===== src/rtl/encoder_pkg.sv =====
// Shared types for the bit-scan encoder: FSM state encoding and default sizing.
package encoder_pkg;

  localparam int DEFAULT_OUT_WIDTH = 5;

  typedef enum logic {
    IDLE = 1'b0,
    EMIT = 1'b1
  } state_t;

endpackage


===== src/rtl/find_first_set.sv =====
// Combinational lowest-set-bit search over the pending vector, plus a flag
// telling whether exactly one bit remains.
module find_first_set #(
  parameter int OUT_WIDTH = 5
) (
  input  logic [(1 << OUT_WIDTH)-1:0] pend,
  output logic [OUT_WIDTH-1:0]        idx,
  output logic                        one_hot
);

  localparam int N = 1 << OUT_WIDTH;

  // Scan from the top down so the lowest set bit is the last one written.
  always_comb begin
    idx = '0;
    for (int i = N - 1; i >= 0; i--) begin
      if (pend[i]) idx = OUT_WIDTH'(i);
    end
  end

  assign one_hot = (pend != '0) && ((pend & (pend - N'(1))) == '0);

endmodule


===== src/rtl/bitscan_encoder.sv =====
// Accepts a request vector and emits the index of every active bit, lowest
// first, one beat per handshake; an empty vector yields a single "none" beat.
module bitscan_encoder
  import encoder_pkg::*;
#(
  parameter int OUT_WIDTH = DEFAULT_OUT_WIDTH,
  parameter int ACTIVE    = 1
) (
  input  logic                        clk,
  input  logic                        rst_n,
  input  logic                        in_valid,
  output logic                        in_ready,
  input  logic [(1 << OUT_WIDTH)-1:0] in_vec,
  output logic                        out_valid,
  input  logic                        out_ready,
  output logic [OUT_WIDTH-1:0]        out_idx,
  output logic                        out_last,
  output logic                        out_none
);

  localparam int N = 1 << OUT_WIDTH;

  state_t               state, state_nxt;
  logic [N-1:0]         pend, pend_nxt;
  logic [OUT_WIDTH-1:0] ffs_idx;
  logic                 ffs_one;
  logic                 empty;
  logic                 emit;
  logic                 last;

  find_first_set #(.OUT_WIDTH(OUT_WIDTH)) u_ffs (
    .pend    (pend),
    .idx     (ffs_idx),
    .one_hot (ffs_one)
  );

  assign emit  = (state == EMIT);
  assign empty = (pend == '0);
  // An empty capture still produces one terminating beat.
  assign last  = ffs_one || empty;

  always_ff @(posedge clk or negedge rst_n) begin
    if (!rst_n) begin
      state <= IDLE;
      pend  <= '0;
    end else begin
      state <= state_nxt;
      pend  <= pend_nxt;
    end
  end

  always_comb begin
    state_nxt = state;
    pend_nxt  = pend;
    case (state)
      IDLE: begin
        if (in_valid) begin
          pend_nxt  = (ACTIVE != 0) ? in_vec : ~in_vec;
          state_nxt = EMIT;
        end
      end
      EMIT: begin
        if (out_ready) begin
          pend_nxt = pend & ~(N'(1) << ffs_idx);
          if (last) state_nxt = IDLE;
        end
      end
      default: begin
        state_nxt = IDLE;
        pend_nxt  = '0;
      end
    endcase
  end

  assign in_ready  = (state == IDLE);
  assign out_valid = emit;
  assign out_idx   = emit ? ffs_idx : '0;
  assign out_last  = emit && last;
  assign out_none  = emit && empty;

endmodule


===== config.mk =====
export PLATFORM = sky130hd
export DESIGN_NAME = bitscan_encoder
export DESIGN_NICKNAME = d
export VERILOG_FILES = /design/src/rtl/encoder_pkg.sv /design/src/rtl/find_first_set.sv /design/src/rtl/bitscan_encoder.sv
export SDC_FILE = /design/constraint.sdc
export NUM_CORES = 1
export LEC_CHECK = 0
export ABC_AREA = 1
export CAP_MARGIN = 30
export CORE_ASPECT_RATIO = 0.5
export CORE_UTILIZATION = 58
export CTS_CLUSTER_DIAMETER = 60
export CTS_CLUSTER_SIZE = 30
export DETAILED_ROUTE_END_ITERATION = 10
export DONT_BUFFER_PORTS = 1
export GPL_TIMING_DRIVEN = 1
export PLACE_DENSITY_LB_ADDON = 0.3
export SLEW_MARGIN = 20
export SYNTH_ARGS = -nofsm -noshare
export SYNTH_HDL_FRONTEND = slang
export SYNTH_SLANG_ARGS = --single-unit

===== constraint.sdc =====
create_clock -name clk -period 2.1 [get_ports clk]
set_input_delay 0.21 -clock clk [delete_from_list [all_inputs] [get_ports clk]]
set_output_delay 0.21 -clock clk [all_outputs]
set_load 0.03 [all_outputs]

# == Word-level counts from Yosys, hierarchy flattened ==
# Index checks and enable logic that the tools add are counted.
# word_totals
reg_bits,33
in_bits,36
elab_cells,58
# classes
addsub,1
eq_ne,2
shifts,1
n_mux,40
bitwise,4
reduce_logical,8
# ops
cell,count
two-way mux 5 bit,33
bitwise AND 32 bit,2
zero test 32 bit,2
two-way mux 32 bit,2
case mux 32 bit (2 select lines),1
inverter 32 bit,1
nonzero test 32 bit,1
<< shifter 1 x 5 -> 32 bit (first input constant),1
subtractor 32 x 1 -> 32 bit (second input constant),1
inequality test 2 bit (second input constant),2
logical AND 1 bit,3
two-way mux 1 bit,3
case mux 1 bit (2 select lines),1
AND reduction 2 bit,1
logical OR 1 bit,1
inverter 1 bit,1

# == Logic depth before layout (Yosys ltp) ==
# logic_depth
word_depth,37
mapped_depth,33
ltp_nobuf,33

# == Cells and area by module ==
# A second synthesis with hierarchy kept.
# hier_totals
cells_unflattened,402
hier_area_um2,2528.7
# by_module_without_submodules
mod,n_inst,cells_per_inst,area_each_um2,seq_area_each_um2
bitscan_encoder,1,232,1727.9,825.8
find_first_set,1,170,800.8,0.0

# == Worst setup path before layout ==
# No wires, ideal clock.
# synth_path
kind,reg-to-reg
from,register pend[3]
to,register state (netlist: out_valid)
arrival_time_ns,2.432
required_time_ns,1.983
setup_slack_ns,-0.449
path_stages_with_launch,22
n_path_buf,0
period_less_slack_ns,2.549
cell_sequence,dfrtp_1 -> nor2_2 -> inv_2 -> nor2_4 -> inv_2 -> nor2_4 -> inv_2 -> nor2_8 -> inv_2 -> nor2_4 -> inv_2 -> nor2_4 -> inv_2 -> nor2_4 -> inv_2 -> o21ai_2 -> inv_1 -> nor4_2 -> a31o_1 -> nand2_1 -> o21ai_1 -> inv_1
# synth_via
elab_chain_len,8
word_cells_on_any_way,10
classes_between,add/sub (1); mux (3); bitwise (1); reduce/logical (5)
# synth_lines
item,line,source
"start, declared",bitscan_encoder.sv:24,"logic [N-1:0] pend, pend_nxt;"
"start signal, assigned",bitscan_encoder.sv:48,pend <= pend_nxt;
subtractor 32 x 1 -> 32 bit,find_first_set.sv:21,assign one_hot = (pend != '0) && ((pend & (pend - N'(1))) == '0);
bitwise AND 32 bit,find_first_set.sv:21,
zero test 32 bit,find_first_set.sv:21,
logical AND 1 bit,find_first_set.sv:21,
logical OR 1 bit (*),bitscan_encoder.sv:40,assign last = ffs_one || empty;
two-way mux 1 bit (*),bitscan_encoder.sv:65,if (last) state_nxt = IDLE;
two-way mux 1 bit (*),bitscan_encoder.sv:63,if (out_ready) begin
case mux 1 bit (2 select lines) (*),bitscan_encoder.sv:55,case (state)
net state_nxt,bitscan_encoder.sv:23,"state_t state, state_nxt;"
"end signal, assigned",bitscan_encoder.sv:47,state <= state_nxt;
"end, declared",bitscan_encoder.sv:23,
# The timed path passes the listed nets; every way through them passes the cells marked *.
# A chain may end at the register's enable or synchronous reset.

# == Worst setup path in the final report ==
# layout_path
from,register pend[29]
to,output port out_idx[0]
# layout_via
elab_chain_len,31
# layout_lines
item,line,source
two-way mux 5 bit (30 in a row),find_first_set.sv:17,if (pend[i]) idx = OUT_WIDTH'(i);
two-way mux 5 bit,bitscan_encoder.sv:77,assign out_idx = emit ? ffs_idx : '0;
"end, declared",bitscan_encoder.sv:16,"output logic [OUT_WIDTH-1:0] out_idx,"
# Every way passes these cells.

==> flow_metrics.py <==
metrics = {
    "timing": {
        "setup-tns-final_ps": -3031,
        "fin_crit_ps": 2982,
        "tightest_slew_ps": 574.7,
        "finalSetupViolations": 10,
        "timing.fmax_ghz": 0.3353,
        "finalCritPeriodShare_pct": 142.0,
        "rsz0062_at_grt": "true",
        "slew_violations": 0,
        "hold_slack_ps": 47.50,
        "relSlewSlack_pct": 61.69,
        "fin_skew_ps": 13.53,
        "final_hold_viol_count": 0,
        "setup_slack_ps": -882.2,
    },
    "worst_setup_path": {
        "worstSetupPathType": "flip-flop to output port",
        "worstPathRequired_ps": 1890,
        "critPathArrivalTime_ps": 2770,
        "cpMostUsedCell": "nand2_1",
        "cp_max_fo": 3,
        "cpPeakStageDelay_ps": 420,
        "cp_slowest_cell": "dfrtp_1",
        "r2r_cells": 14,
        "cp-start-kind": "flip-flop",
        "critPathCaptureType": "output port",
    },
    "yosys": {
        "synth_warnings": 0,
        "synth_ff_type": "dfrtp_1",
        "syn_area_um2": 2474,
        "ys_async_sr_fraction_pct": 100.0,
        "netlist.area_leader.share_pct": 33.38,
        "synthTopCellsByArea": "dfrtp_1 33%, nand2_1 14%, nor2_1 9.9%",
        "synth_nets": 428,
        "synthCells": 392,
        "synth-seq-cells": 33,
        "syn_avg_cell_area_um2": 6.310,
        "synth_top_cell_by_area": "dfrtp_1",
        "yosysSeqAreaShare_pct": 33.38,
        "synth_enable_flop_cells": 0,
        "synth_cell_types": 28,
    },
    "routing": {
        "vias_per_cell": 6.116,
        "wire_per_inst_um": 18.02,
        "first_iter_violations": 391,
        "vias": 3388,
        "routed_wl_um": 9981,
        "firstDrtPassIters": 9,
        "drc_errors": 0,
        "ant_nets": 0,
    },
    "die": {
        "core_region_area_um2": 3984,
        "die-area_um2": 4546,
        "chipHeight_um": 48.18,
        "io_pins": 45,
        "rows": 16,
        "die_w_um": 94.36,
        "initial_utilization_pct": 62.09,
    },
    "final_layout": {
        "drive_above_1_share_pct": 40.00,
        "nFillCells": 161,
        "final_common_cell": "buf_4",
        "nets": 536,
        "final_cell_mix": "106 x buf_4, 82 x nand2_1, 49 x nor2_1",
        "areaGrowthSynthToFinish_pct": 49.32,
        "n_antenna_cell": 0,
    },
    "global_routing": {
        "grt_usage_pct": 42.66,
        "grt_pass1_wl_um": 14060,
        "grt_pass1_vias": 2955,
        "grt_max_degree": 64,
        "gr-total-overflow": 0,
        "antenna_found_initial": 0,
    },
    "cts": {
        "cts_buffer_depth": 2,
        "path_clk_slew_ps": 80,
        "cts_max_level": 2,
        "cts_tree": "yes",
        "clockRootBuffer": "clkbuf_8",
        "clock_latency_ps": 290,
        "cts_made_buffers": 5,
        "clkSinkCount": 33,
    },
    "placement": {
        "hpwl_um": 6150,
        "place_congestion": 1.031,
        "port_buffers": 0,
    },
    "outcome": {
        "violations": "negative setup slack",
        "status": "finished with violations",
    },
    "power_and_ir_drop": {
        "p_leak_uw": 0.001760,
        "ir_worst_vdd_mv": 0.4595,
        "powerDensity_nw_per_um2": 643.7,
    },
    "worst_hold_path": {
        "hold_class": "primary input to flip-flop",
        "min_path_cells": 2,
    },
    "flow_run": {
        "maxCapViolCount": 0,
    },
}
==> kinds of logic (layout without fill, tap and decap cells) <==
group,count (synthesis),after routing,synth area share (%)
AO/OA/AOI/OAI,73,73,17.86
buffers and inverters,84,192,12.75
AND/OR/NAND/NOR,202,202,36.01
flip-flops,33,33,33.38
==> path summary, 6_finish.rpt <==
| check | slack (ps) | endpoint | start |
|---|---|---|---|
| worst max-delay path | -880 | out_idx[0] | pend[29] |
| worst min-delay path | 50 | out_valid | in_valid |
| worst max register to register | -560 | out_valid | pend[15] |
| worst min register to register | 610 | pend[25] | pend[25] |
| max in group asynchronous | 1510 | pend[26] | rst_n |
| min in group asynchronous | 380 | out_valid | rst_n |
==> registers in the layout (all words and copies together), names as in the netlist <==
| register | flops |
|---|---|
| pend | 32 |
| out_valid | 1 |
==> per-layer routing <==
layer | track usage (%) | vias up | wire, um
met3 | 15.73 | 67 | 1091
li1 | - | 1488 | -
met5 | 0 | - | 0
met1 | 50.82 | 1570 | 3897
met2 | 73.19 | 263 | 4545
met4 | 17.54 | 0 | 447
==> worst max-delay path, delay by kind of cell, from the launching register on <==
kind | cells | cell delay (ps)
and+or+nand+nor | 31 | 1960
DFF | 1 | 420
buffers and inverters | 1 | 90
==> cell type report <==
cell class                 instances  area (um2)  share of cell area, %
multi-input combinational        275        1531                  41.46
sequential                        33       825.8                  22.36
timing repair buffer             114       910.9                  24.66
clock buffer                       7       86.33                  2.337
inverter                          71       271.5                  7.351
tap                               54       67.56                  1.829
==> Yosys cell counts (2+ instances only) <==
master / n
inv_2: 21
o211ai_1: 4
nand4_1: 2
nor3_1: 10
o21ai_1: 3
o21ai_0: 12
nor2_1: 65
a31oi_1: 31
inv_1: 50
dfrtp_1: 33
nand2_1: 91
nor2_4: 7
nor4_1: 3
a21oi_1: 15
clkbuf_1: 13
nand3_1: 20
==> through the flow <==
stage          cell area [um2]  cells  setup WS, ps  power [uW]  util [%]
5_1_grt                   3694    554         -1134        2492     92.71
2_1_floorplan             2486    392        -365.9        1250         -
4_1_cts                   3601    553        -721.0        2267     90.39
3_3_place_gp              3313    537        -371.6        1655     83.17
6_report                  3694    554        -882.2        2377     92.71
3_5_place_dp              3313    537        -543.0        1706     83.17
==> power breakdown <==
group | switching (uW) | internal, uW
Clock | 249 | 261
Sequential | 90.6 | 747
Combinational | 565 | 466
==> repair_timing <==
| item | in CTS | in global routing |
|---|---|---|
| resized for setup | 36 | 26 |
| endpoints found under the hold margin | 33 | 0 |
| pin swaps | 7 | 10 |
| endpoints found under the setup margin | 11 | 18 |
| buffers inserted | 8 | 2 |
| hold buffers | 2 | 0 |
Power figures use the tool's default switching activity.
